### config.mk
export PLATFORM = sky130hd
export DESIGN_NAME = mdu_seq
export DESIGN_NICKNAME = d
export VERILOG_FILES = /design/src/rtl/mdu_seq.sv
export SDC_FILE = /design/constraint.sdc
export NUM_CORES = 1
export LEC_CHECK = 0
export ABC_AREA = 0
export BUFFER_PORTS_ARGS = -buffer_cell sky130_fd_sc_hd__buf_2
export CAP_MARGIN = 20
export CORE_UTILIZATION = 38
export DETAILED_ROUTE_END_ITERATION = 8
export SKIP_LAST_GASP = 1
export SYNTH_ARGS = -nofsm -noshare
export SYNTH_HDL_FRONTEND = slang
export SYNTH_SLANG_ARGS = --single-unit
### constraint.sdc
create_clock -name clk -period 7.8 [get_ports clk]
set_input_delay 0 -clock clk [delete_from_list [all_inputs] [get_ports clk]]
set_output_delay 0 -clock clk [all_outputs]
set_load 0.01 [all_outputs]
### src/rtl/mdu_seq.sv
// Iterative MIPS multiply/divide unit owning HI/LO; N+2 cycle latency for mult/div.
// Define MDU_MADD_EN to enable madd/maddu (ops 110/111) accumulating into {hi,lo}.
module mdu_seq #(
  parameter int N = 32
) (
  input  logic         clk,
  input  logic         rst_n,
  input  logic         start,
  input  logic [2:0]   op,
  input  logic [N-1:0] a,
  input  logic [N-1:0] b,
  input  logic         flush,
  output logic         busy,
  output logic         done,
  output logic         dbz,
  output logic [N-1:0] hi,
  output logic [N-1:0] lo
);

  localparam int CW = $clog2(N);
  localparam logic [2:0] OP_MTHI = 3'b100;
  localparam logic [2:0] OP_MTLO = 3'b101;

  typedef enum logic [1:0] {IDLE, RUN, FIX} state_t;

  state_t         state_reg;
  logic [CW-1:0]  cnt_reg;
  logic           prep_reg;
  logic [2:0]     op_reg;
  logic [N-1:0]   a_reg, b_reg, m_reg;
  logic [2*N-1:0] p_reg;
  logic [N-1:0]   hi_reg, lo_reg;
  logic           busy_reg, done_reg, dbz_reg;

  logic           is_div, is_signed, a_neg, b_neg, dbz_hit, launch;
  logic [N-1:0]   a_abs, b_abs, quot_fix, rem_fix;
  logic [N:0]     mul_sum, div_shift, div_diff;
  logic [2*N-1:0] mul_next, div_next, prod_signed, fix_result;

  assign is_div    = (op_reg[2:1] == 2'b01);
  assign is_signed = ~op_reg[0];
  assign a_neg     = is_signed & a_reg[N-1];
  assign b_neg     = is_signed & b_reg[N-1];
  assign a_abs     = a_neg ? -a_reg : a_reg;
  assign b_abs     = b_neg ? -b_reg : b_reg;
  assign dbz_hit   = is_div && (b_reg == '0);

  // p_reg holds {partial product, multiplier} or {remainder, dividend/quotient}
  always_comb begin
    mul_sum   = {1'b0, p_reg[2*N-1:N]} + (p_reg[0] ? {1'b0, m_reg} : '0);
    mul_next  = {mul_sum, p_reg[N-1:1]};
    div_shift = {p_reg[2*N-1:N], p_reg[N-1]};
    div_diff  = div_shift - {1'b0, m_reg};
    div_next  = div_diff[N] ? {div_shift[N-1:0], p_reg[N-2:0], 1'b0}
                            : {div_diff[N-1:0],  p_reg[N-2:0], 1'b1};
  end

  assign prod_signed = (a_neg ^ b_neg) ? -p_reg : p_reg;
  assign quot_fix    = (a_neg ^ b_neg) ? -p_reg[N-1:0] : p_reg[N-1:0];
  assign rem_fix     = a_neg ? -p_reg[2*N-1:N] : p_reg[2*N-1:N];

  always_comb begin
    fix_result = prod_signed;
    if (is_div)
      fix_result = dbz_hit ? {a_reg, {N{1'b1}}} : {rem_fix, quot_fix};
`ifdef MDU_MADD_EN
    else if (op_reg[2])
      fix_result = {hi_reg, lo_reg} + prod_signed;
`endif
  end

  always_comb begin
    launch = ~op[2];
`ifdef MDU_MADD_EN
    if (op[2:1] == 2'b11) launch = 1'b1;
`endif
  end

  always_ff @(posedge clk or negedge rst_n) begin
    if (!rst_n) begin
      state_reg <= IDLE;
      cnt_reg   <= '0;
      prep_reg  <= 1'b0;
      op_reg    <= '0;
      a_reg     <= '0;
      b_reg     <= '0;
      m_reg     <= '0;
      p_reg     <= '0;
      hi_reg    <= '0;
      lo_reg    <= '0;
      busy_reg  <= 1'b0;
      done_reg  <= 1'b0;
      dbz_reg   <= 1'b0;
    end else begin
      done_reg <= 1'b0;
      dbz_reg  <= 1'b0;
      if (flush && state_reg != IDLE) begin
        state_reg <= IDLE;
        busy_reg  <= 1'b0;
        prep_reg  <= 1'b0;
      end else begin
        case (state_reg)
          IDLE: begin
            if (start) begin
              if (op == OP_MTHI) begin
                hi_reg <= a;
              end else if (op == OP_MTLO) begin
                lo_reg <= a;
              end else if (launch) begin
                op_reg    <= op;
                a_reg     <= a;
                b_reg     <= b;
                cnt_reg   <= CW'(N-1);
                prep_reg  <= 1'b1;
                busy_reg  <= 1'b1;
                state_reg <= RUN;
              end
            end
          end
          RUN: begin
            // RUN opens with one operand-conditioning cycle before the N iterations
            if (prep_reg) begin
              m_reg    <= is_div ? b_abs : a_abs;
              p_reg    <= {{N{1'b0}}, (is_div ? a_abs : b_abs)};
              prep_reg <= 1'b0;
            end else begin
              p_reg <= is_div ? div_next : mul_next;
              if (cnt_reg == '0) state_reg <= FIX;
              else cnt_reg <= cnt_reg - CW'(1);
            end
          end
          FIX: begin
            {hi_reg, lo_reg} <= fix_result;
            done_reg  <= 1'b1;
            dbz_reg   <= dbz_hit;
            busy_reg  <= 1'b0;
            state_reg <= IDLE;
          end
          default: state_reg <= IDLE;
        endcase
      end
    end
  end

  assign busy = busy_reg;
  assign done = done_reg;
  assign dbz  = dbz_reg;
  assign hi   = hi_reg;
  assign lo   = lo_reg;

endmodule

==> flow_summary.ini, run 1 <==
[route]
drt_iter0_drc = 1824
wl_per_cell_um = 22.0
routed_wirelength_um = 67800
via_count = 18400
ant_nets = 0
firstDrtPassIters = 7
routed_via_density = 5.96
drc = 3

[cts]
cts-root-buf = clkbuf_16
htree_levels = 1
clk_latency_ps = 570
clk_path_buf_depth = 3
clk_pin_slew_ps = 70
cts_tree = built
postCtsSetupBuffers = 0
cts_sinks = 237
numCtsBuffers = 27

[critical_path]
critical_path.cell_chain = inv_1 > ha_1 > fa_1 > nand2b_1 > a21oi_1 > a2bb2oi_1 > a21oi_1 > o21ai_1 > o221ai_1 > xnor2_2 > buf_4 > mux2_2 > a21oi_1 > a211oi_1
path_common_cell = a21oi_1
rr_startpoint = p_reg[31]
cpMaxStageDelayCell = buf_4
startpoint_type = register
crit_path_max_fanout = 40
worst_setup_path_end_kind = register
ff2ff_setup_slack_ps = 3630
r2r_cells = 14
criticalPathCategory = register to register
arrival_ps = 4600
r2r-end = p_reg[40]
max_stage_delay_ps = 520
required_ps = 8220

[timing]
hold_viol = 0
slew_violations = 0
finalSetupViolations = 0
clock_skew_ps = 10.4
period_needed_ps = 4170
tns_ps = 0
maxSlewHeadroom_pct = 32.8
clock.fmax_ghz = 0.240
min_period_over_period_pct = 53.5
rsz0062_at_grt = no
worst_pin_slew_ps = 1010

[floorplan]
initial_core_util_pct = 38.8
dieArea_sq_um = 48700
die_w_um = 221
die_h_um = 221
row_count = 79
io_pins = 138
coreArea_sq_um = 46900

[cells_and_area]
drive_gt1_share_pct = 10.4
syn_to_final_growth_pct = 14.9
final_cell_area_sq_um = 20900
layout.cells.non_filler = 3089
fin_nets = 2605
antennaDiodeCount = 0
post-route-util_pct = 44.6
multi_input_area_sq_um = 11400
largest_reg_flops = 64
num-fill-cells = 4751
final-seq-area_sq_um = 5940
final_cell_mix = nand2_1, dfrtp_1, o21ai_0
final_common_cell = nand2_1

[synth]
ys.flop_type = dfrtp_1
synth_top_family_by_area = compound AO/OA/AOI/OAI gates
ys_ff_latch = 237
synthXorXnorAreaFrac_pct = 8.73
synth_fp_nets = 2499
synth-adder-area-share_pct = 5.04
yosys.area_share.simple_pct = 21.3
muxShareOfSynthArea_pct = 2.57
syn_area_per_cell_sq_um = 7.71
yosysWarningCount = 0
syn_inst = 2356
synthArstFlopShare_pct = 100
synth_cell_types = 78
seq_area_frac_synth_pct = 32.7
synth_compound_area_share_pct = 24.8
synth-edff-count = 0
synth_area_sq_um = 18200

[grt]
grt_max_degree = 113
grt-ovfl-total = 0
grt_pass1_wl_um = 104000
grt_pass1_vias = 17600
antenna_found_initial = 0
track_usage_pct = 27.6

[pwr]
ir_worst_vdd_uv = 184
power_density_nw_per_um2 = 396
p_leak_nw = 9.41

[place]
dp_cells = 2968
io_buffers = 137
dp_hpwl_um = 49800
place_area_sq_um = 19200
gp_congestion = 0.938

[run_status]
violations = design-rule violations
status = complete, but fails checks

[min_path]
min_path_type = input pin to asynchronous set/reset pin

[job]
drv_cap = 0
logic make-up (layout without fill, tap and decap cells):
logic type,Yosys count,count (layout)
and+or+nand+nor,851,851
xor gates and xnor gates,181,181
muxes,43,43
DFF,237,237
buffers and inverters,231,357
adders and majority gates,72,72
AOI/OAI and AO/OA,741,741
metal layers:
metal	part of all wire (%)	track usage [%]	up-vias	wire (um)
met2	45	43.3	759	30700
met1	44	38.5	8922	30000
met5	0	0	-	0
li1	-	-	8580	-
met4	3.7	9.86	0	2530
met3	6.8	4.01	140	4630
worst max-delay path: cells and delay by family, from the launching register on:
kind                       cells  cell delay [ps]
xor gates and xnor gates       1              160
DFF                            1              510
and+or+nand+nor                1              180
AOI/OAI and AO/OA              7             1510
adders and majority gates      2              620
muxes                          1              400
buffers and inverters          2              600
where the power goes:
group	total [mW]	switching, mW	internal [mW]
clock network	1.32	0.558	0.761
logic	4.67	2.83	1.84
registers	2.27	0.668	1.61
final cells by class:
class	count	area share (%)
clock buffers	40	3.76
clock inverters	9	0.503
inverters	72	1.29
multi-input cells	1888	54.5
flip-flops and latches	237	28.4
well taps	607	3.64
repair buffers	236	7.84
metrics by stage:
step / setup slack, ps / hold slack, ps / power, mW
floorplan: 4370 / -296 / 5.37
global placement: 3410 / 131 / 6.74
detailed placement: 3290 / 141 / 6.79
CTS: 3260 / 136 / 8.16
global route: 3380 / 164 / 8.80
finish: 3630 / 69.8 / 8.26
synthesized netlist by cell type (21+ instances only):
| cell | instances | area, sq um |
|---|---|---|
| xnor2_1 | 102 | 893 |
| mux2i_1 | 32 | 320 |
| ha_1 | 70 | 876 |
| xor2_1 | 79 | 692 |
| nand2b_1 | 21 | 131 |
| inv_1 | 72 | 270 |
| o22ai_1 | 29 | 181 |
| a21o_1 | 39 | 293 |
| nand3_1 | 47 | 235 |
| nor2_1 | 206 | 773 |
| o21ai_0 | 234 | 1170 |
| a21oi_1 | 210 | 1050 |
| a211oi_1 | 41 | 308 |
| nand2_1 | 396 | 1490 |
| and3_1 | 30 | 188 |
| o31ai_1 | 26 | 195 |
| dfrtp_1 | 237 | 5930 |
| a31oi_1 | 24 | 150 |
| clkbuf_1 | 138 | 518 |
| nor3_1 | 44 | 220 |
worst max-delay path by stage:
stage                     depth (start not counted)  slack (ps)  startpoint        end
after floorplan                                  15        4370    p_reg[0]  p_reg[53]
after global placement                           13        3410    p_reg[0]  p_reg[53]
after detailed placement                         13        3290    p_reg[0]  p_reg[53]
after CTS                                        13        3260    p_reg[0]  p_reg[53]
after global routing                             14        3380   p_reg[31]  p_reg[38]
final                                            14        3630   p_reg[31]  p_reg[40]
repair_timing:
action,CTS,global route
endpoints found under the hold margin,242,0
hold buffers,71,0
resized for setup,0,0
(Power assumes the default switching activity.)
==> inputs of run 2 (changes only) <==
Clock period 7.8 ns to 3.58 ns, I/O delays scaled along.
==> flow_summary.ini, run 2 (same netlist as run 1, synthesis figures left out) <==
[run_status]
status = complete, but fails checks
violations = design-rule violations

[critical_path]
required_ps = 4020
crit_path_max_fanout = 4
worst_setup_path_end_kind = register
arrival_ps = 3890
startpoint_type = register
criticalPathCategory = register to register

[timing]
period_needed_ps = 3440
clock_skew_ps = 15.6
hold_ws_ps = 14.7
worst_pin_slew_ps = 960
clock.fmax_ghz = 0.290
maxSlewHeadroom_pct = 36.0
tns_ps = 0
finalWorstSetupSlack_ps = 135
min_period_over_period_pct = 96.2
slew_violations = 0
finalSetupViolations = 0
rsz0062_at_grt = yes
hold_viol = 0

[cells_and_area]
final_cell_mix = nand2_1, dfrtp_1, o21ai_0
fin_nets = 2706
num-fill-cells = 4708
largest_reg_flops = 64
drive_gt1_share_pct = 14.3
antennaDiodeCount = 0
final_common_cell = nand2_1
layout.cells.non_filler = 3187
final-seq-area_sq_um = 5940
syn_to_final_growth_pct = 19.6
multi_input_area_sq_um = 11400

[route]
drt_iter0_drc = 1708
firstDrtPassIters = 8
drc = 3
ant_nets = 0
routed_via_density = 5.85
routed_wirelength_um = 68300
wl_per_cell_um = 21.4
via_count = 18600

[cts]
clk_path_buf_depth = 3
numCtsBuffers = 27
cts_sinks = 237
htree_levels = 1
clk_pin_slew_ps = 60
cts_tree = built
cts-root-buf = clkbuf_16
clk_latency_ps = 570

[pwr]
p_total_mw = 18.6
ir_worst_vdd_uv = 486
power_density_nw_per_um2 = 855
p_leak_nw = 9.93

[floorplan]
row_count = 79
die_h_um = 221
io_pins = 138
dieArea_sq_um = 48700
die_w_um = 221
coreArea_sq_um = 46900
initial_core_util_pct = 38.8

[grt]
grt_pass1_vias = 18100
track_usage_pct = 27.6
grt-ovfl-total = 0
antenna_found_initial = 0
grt_pass1_wl_um = 104000
grt_max_degree = 102

[place]
dp_cells = 3069
io_buffers = 137
dp_hpwl_um = 51800
gp_congestion = 0.965
place_ws_ps = 33.9

[job]
drv_cap = 0

[min_path]
min_path_type = input pin to asynchronous set/reset pin
run 2: final timing paths:
check / from / end / slack [ps] / cells after the start
max in group asynchronous: rst_n / p_reg[61] / 2980 / 3
min: rst_n / hi[2] / 10 / 3
min reg2reg: lo[26] / lo[26] / 480 / 2
min in group clk: b[22] / b_reg[22] / 160 / 4
max reg2reg: p_reg[33] / hi[12] / 140 / 13
max: p_reg[33] / hi[12] / 140 / 13
run 2: final cells by class:
cell class,instances,area share [%]
inverters,72,1.24
clock buffers,38,3.49
clock inverters,8,0.444
repair buffers,337,11.3
multi-input cells,1888,52.7
well taps,607,3.50
flip-flops and latches,237,27.3
run 2: worst max-delay path, stage by stage (launching register included):
cell and delay (ps):
dfrtp_1 410, inv_1 250, ha_1 350, nor3b_1 330, nand3_1 280, buf_4 240
nor3_1 360, nand2_1 190, o21ai_0 260, a21oi_1 100, a31oi_1 260, nor2_1 90
a21oi_1 110, o21ai_0 100
run 2: per-stage QoR:
| stage | util (%) | cell area (sq um) |
|---|---|---|
| 2_1_floorplan | - | 18200 |
| 3_3_place_gp | 42.8 | 20100 |
| 3_5_place_dp | 42.8 | 20100 |
| 4_1_cts | 46.2 | 21700 |
| 5_1_grt | 46.4 | 21700 |
| 6_report | 46.4 | 21700 |
run 2: power by group:
| group | internal [mW] | total (mW) | leakage (nW) | switching [mW] |
|---|---|---|---|---|
| registers | 3.51 | 4.49 | 2.94 | 0.975 |
| clock network | 1.60 | 2.78 | 0.418 | 1.17 |
| logic | 4.63 | 11.3 | 6.57 | 6.68 |
run 2: timing repair:
action	CTS	global route
pin swaps	0	5
resized for setup	1	15
setup endpoints to repair	1	27
setup buffers	0	0
hold endpoints to repair	369	0
hold buffers	72	0
run 2: layer usage:
| layer | GRT usage (%) | vias up | wire (um) |
|---|---|---|---|
| met5 | 0 | - | 0 |
| met4 | 10.3 | 0 | 2460 |
| met3 | 3.68 | 140 | 4380 |
| met2 | 44.5 | 696 | 31700 |
| met1 | 37.7 | 9032 | 29800 |
| li1 | - | 8775 | - |
==> inputs of run 3 (changes only) <==
Settings changed: ABC_AREA 0 to 1.
Clock period 3.58 ns to 3.02 ns, I/O delays scaled along.
==> flow_summary.ini, run 3 <==
[critical_path]
ff2ff_setup_slack_ps = 150
max_stage_delay_ps = 510
startpoint_type = register
rr_startpoint = p_reg[37]
criticalPathCategory = register to register
critical_path.cell_chain = ha_1 > nand2_2 > inv_1 > a21oi_2 > nand2_4 > nand2_2 > nand2_2 > nand2_2 > nand2_2 > nand2_2 > nand2_8 > buf_12 > nand2_1 > nand3_1 > nand2_1 > nand2_1
crit_path_max_fanout = 24
worst_setup_path_end_kind = register
cpMaxStageDelayCell = dfrtp_1
arrival_ps = 3350
r2r_cells = 16
path_common_cell = nand2_2
required_ps = 3500
r2r-end = p_reg[53]

[cells_and_area]
multi_input_area_sq_um = 13800
drive_gt1_share_pct = 9.27
final_common_cell = nand2_1
fin_nets = 4168
syn_to_final_growth_pct = 16.5
num-fill-cells = 6339
final-seq-area_sq_um = 5940
largest_reg_flops = 64
final_cell_mix = nand2_1, inv_1, nor2_1

[synth]
synth_most_common_cell = nand2_1
synth_top_area_cell = dfrtp_1
yosysWarningCount = 0
syn_area_per_cell_sq_um = 5.85
synth_cell_types = 51
synth_area_sq_um = 22400
syn_inst = 3826
yosys.area_share.simple_pct = 42.8
muxShareOfSynthArea_pct = 0.251
synthTopCellsByCount = nand2_1, inv_1, nor2_1
synthArstFlopShare_pct = 100
synthXorXnorAreaFrac_pct = 3.83
ys.flop_type = dfrtp_1
synth_compound_area_share_pct = 10.5
synth_top_family_by_area = simple AND/OR/NAND/NOR gates
seq_area_frac_synth_pct = 26.5
synth_area_leaders = dfrtp_1, nand2_1, inv_1
synth_fp_nets = 3969
synth-edff-count = 0
synth-adder-area-share_pct = 4.09
synth_top_area_share_pct = 26.5
ys_ff_latch = 237

[timing]
clock_skew_ps = 31.2
hold_ws_ps = 22.6
period_needed_ps = 2870
tns_ps = 0
rsz0062_at_grt = no
clock.fmax_ghz = 0.348
finalSetupViolations = 0
min_period_over_period_pct = 95.1
maxSlewHeadroom_pct = 38.7
hold_viol = 0
worst_pin_slew_ps = 920
slew_violations = 0

[route]
drc = 0
via_count = 25800
ant_nets = 0
routed_wirelength_um = 100000
routed_via_density = 5.37
wl_per_cell_um = 20.8
firstDrtPassIters = 8
drt_iter0_drc = 3046

[cts]
clk_latency_ps = 600
cts_sinks = 237
cts_tree = built
htree_levels = 1
numCtsBuffers = 28
clk_pin_slew_ps = 60
postCtsSetupBuffers = 0
cts-root-buf = clkbuf_16
clk_path_buf_depth = 3

[min_path]
min_path_type = input pin to asynchronous set/reset pin

[grt]
grt_pass1_wl_um = 148000
grt_max_degree = 183
track_usage_pct = 32.8
antenna_found_initial = 2
grt-ovfl-total = 0
grt_pass1_vias = 23800

[floorplan]
die_w_um = 245
io_pins = 138
coreArea_sq_um = 57900
row_count = 88
initial_core_util_pct = 38.7
dieArea_sq_um = 59900
die_h_um = 245

[pwr]
power_density_nw_per_um2 = 1390
ir_worst_vdd_uv = 880
p_total_mw = 36.3
p_leak_nw = 13.8

[place]
dp_hpwl_um = 79400
io_buffers = 137
gp_congestion = 1.07

[job]
drv_cap = 0

[run_status]
status = completed
[run 3: cell count changes in the layout (fill, tap and decap cells not counted), sizes merged, moves of 38 or more]
cell,before,now
a21oi,211,158
a211oi,41,0
xnor2,102,13
a21o,39,1
o21ai,240,181
nand2,396,1299
nor2,206,524
inv,73,533
nand3,48,387
[run 3: power breakdown]
group	total, mW	internal [mW]	switching, mW
clock	3.71	2.22	1.50
combinational	25.9	8.16	17.7
sequential	6.72	4.72	2.00
[run 3: cells by family (layout without fill, tap and decap cells)]
logic type,count (synthesis),after routing
DFF,237,237
and+or+nand+nor,2313,2313
adders and majority gates,72,72
other,0,2
xor gates and xnor gates,98,98
AOI/OAI and AO/OA,421,421
buffers and inverters,680,898
muxes,5,5
[run 3: critical path: cells and delay by family (launching register included)]
| family | cells | cell delay [ps] |
|---|---|---|
| AND/OR/NAND/NOR | 12 | 1340 |
| flip-flops | 1 | 510 |
| adder cells (fa/ha/maj) | 1 | 410 |
| buffers and inverters | 2 | 240 |
| AO/OA/AOI/OAI | 1 | 230 |
[run 3: worst max path at each step]
stage,startpoint,to,slack [ps],cells past startpoint
after floorplan,p_reg[0],p_reg[59],510,21
after global placement,p_reg[0],p_reg[58],190,15
after detailed placement,p_reg[34],p_reg[53],170,16
after CTS,p_reg[34],p_reg[53],130,16
after global routing,p_reg[0],p_reg[43],4,17
final,p_reg[37],p_reg[53],150,16
[run 3: area by class of cell]
class | count | area share (%)
Multi-Input combinational cell | 2909 | 53.0
Sequential cell | 237 | 22.7
Inverter | 534 | 7.69
Tap cell | 765 | 3.67
Clock buffer | 40 | 3.12
Timing Repair Buffer | 315 | 9.12
Clock inverter | 9 | 0.676
Antenna cell | 2 | 0.0192
[run 3: timing repair]
item	4_1_cts	5_1_grt
hold buffers	69	0
hold endpoints to repair	219	0
endpoints found under the setup margin	0	2
resized for setup	0	7
[run 3: per-layer routing]
layer	vias to the layer above	global-route usage (%)	wire length [um]
met5	-	0	13
met4	2	12.8	4530
met3	216	6.87	9750
met2	1266	48.8	41600
met1	11900	46.1	44100
li1	12500	-	-
[run 3: through the flow]
stage                     cells  cell area (sq um)  utilization [%]  setup WS [ps]
after floorplan            3826              22400                -            512
after global placement     4691              24400             42.1            189
after detailed placement   4691              24400             42.1            173
after CTS                  4809              26100             45.0            127
after global routing       4809              26100             45.1           3.56
final                      4811              26100             45.1            149
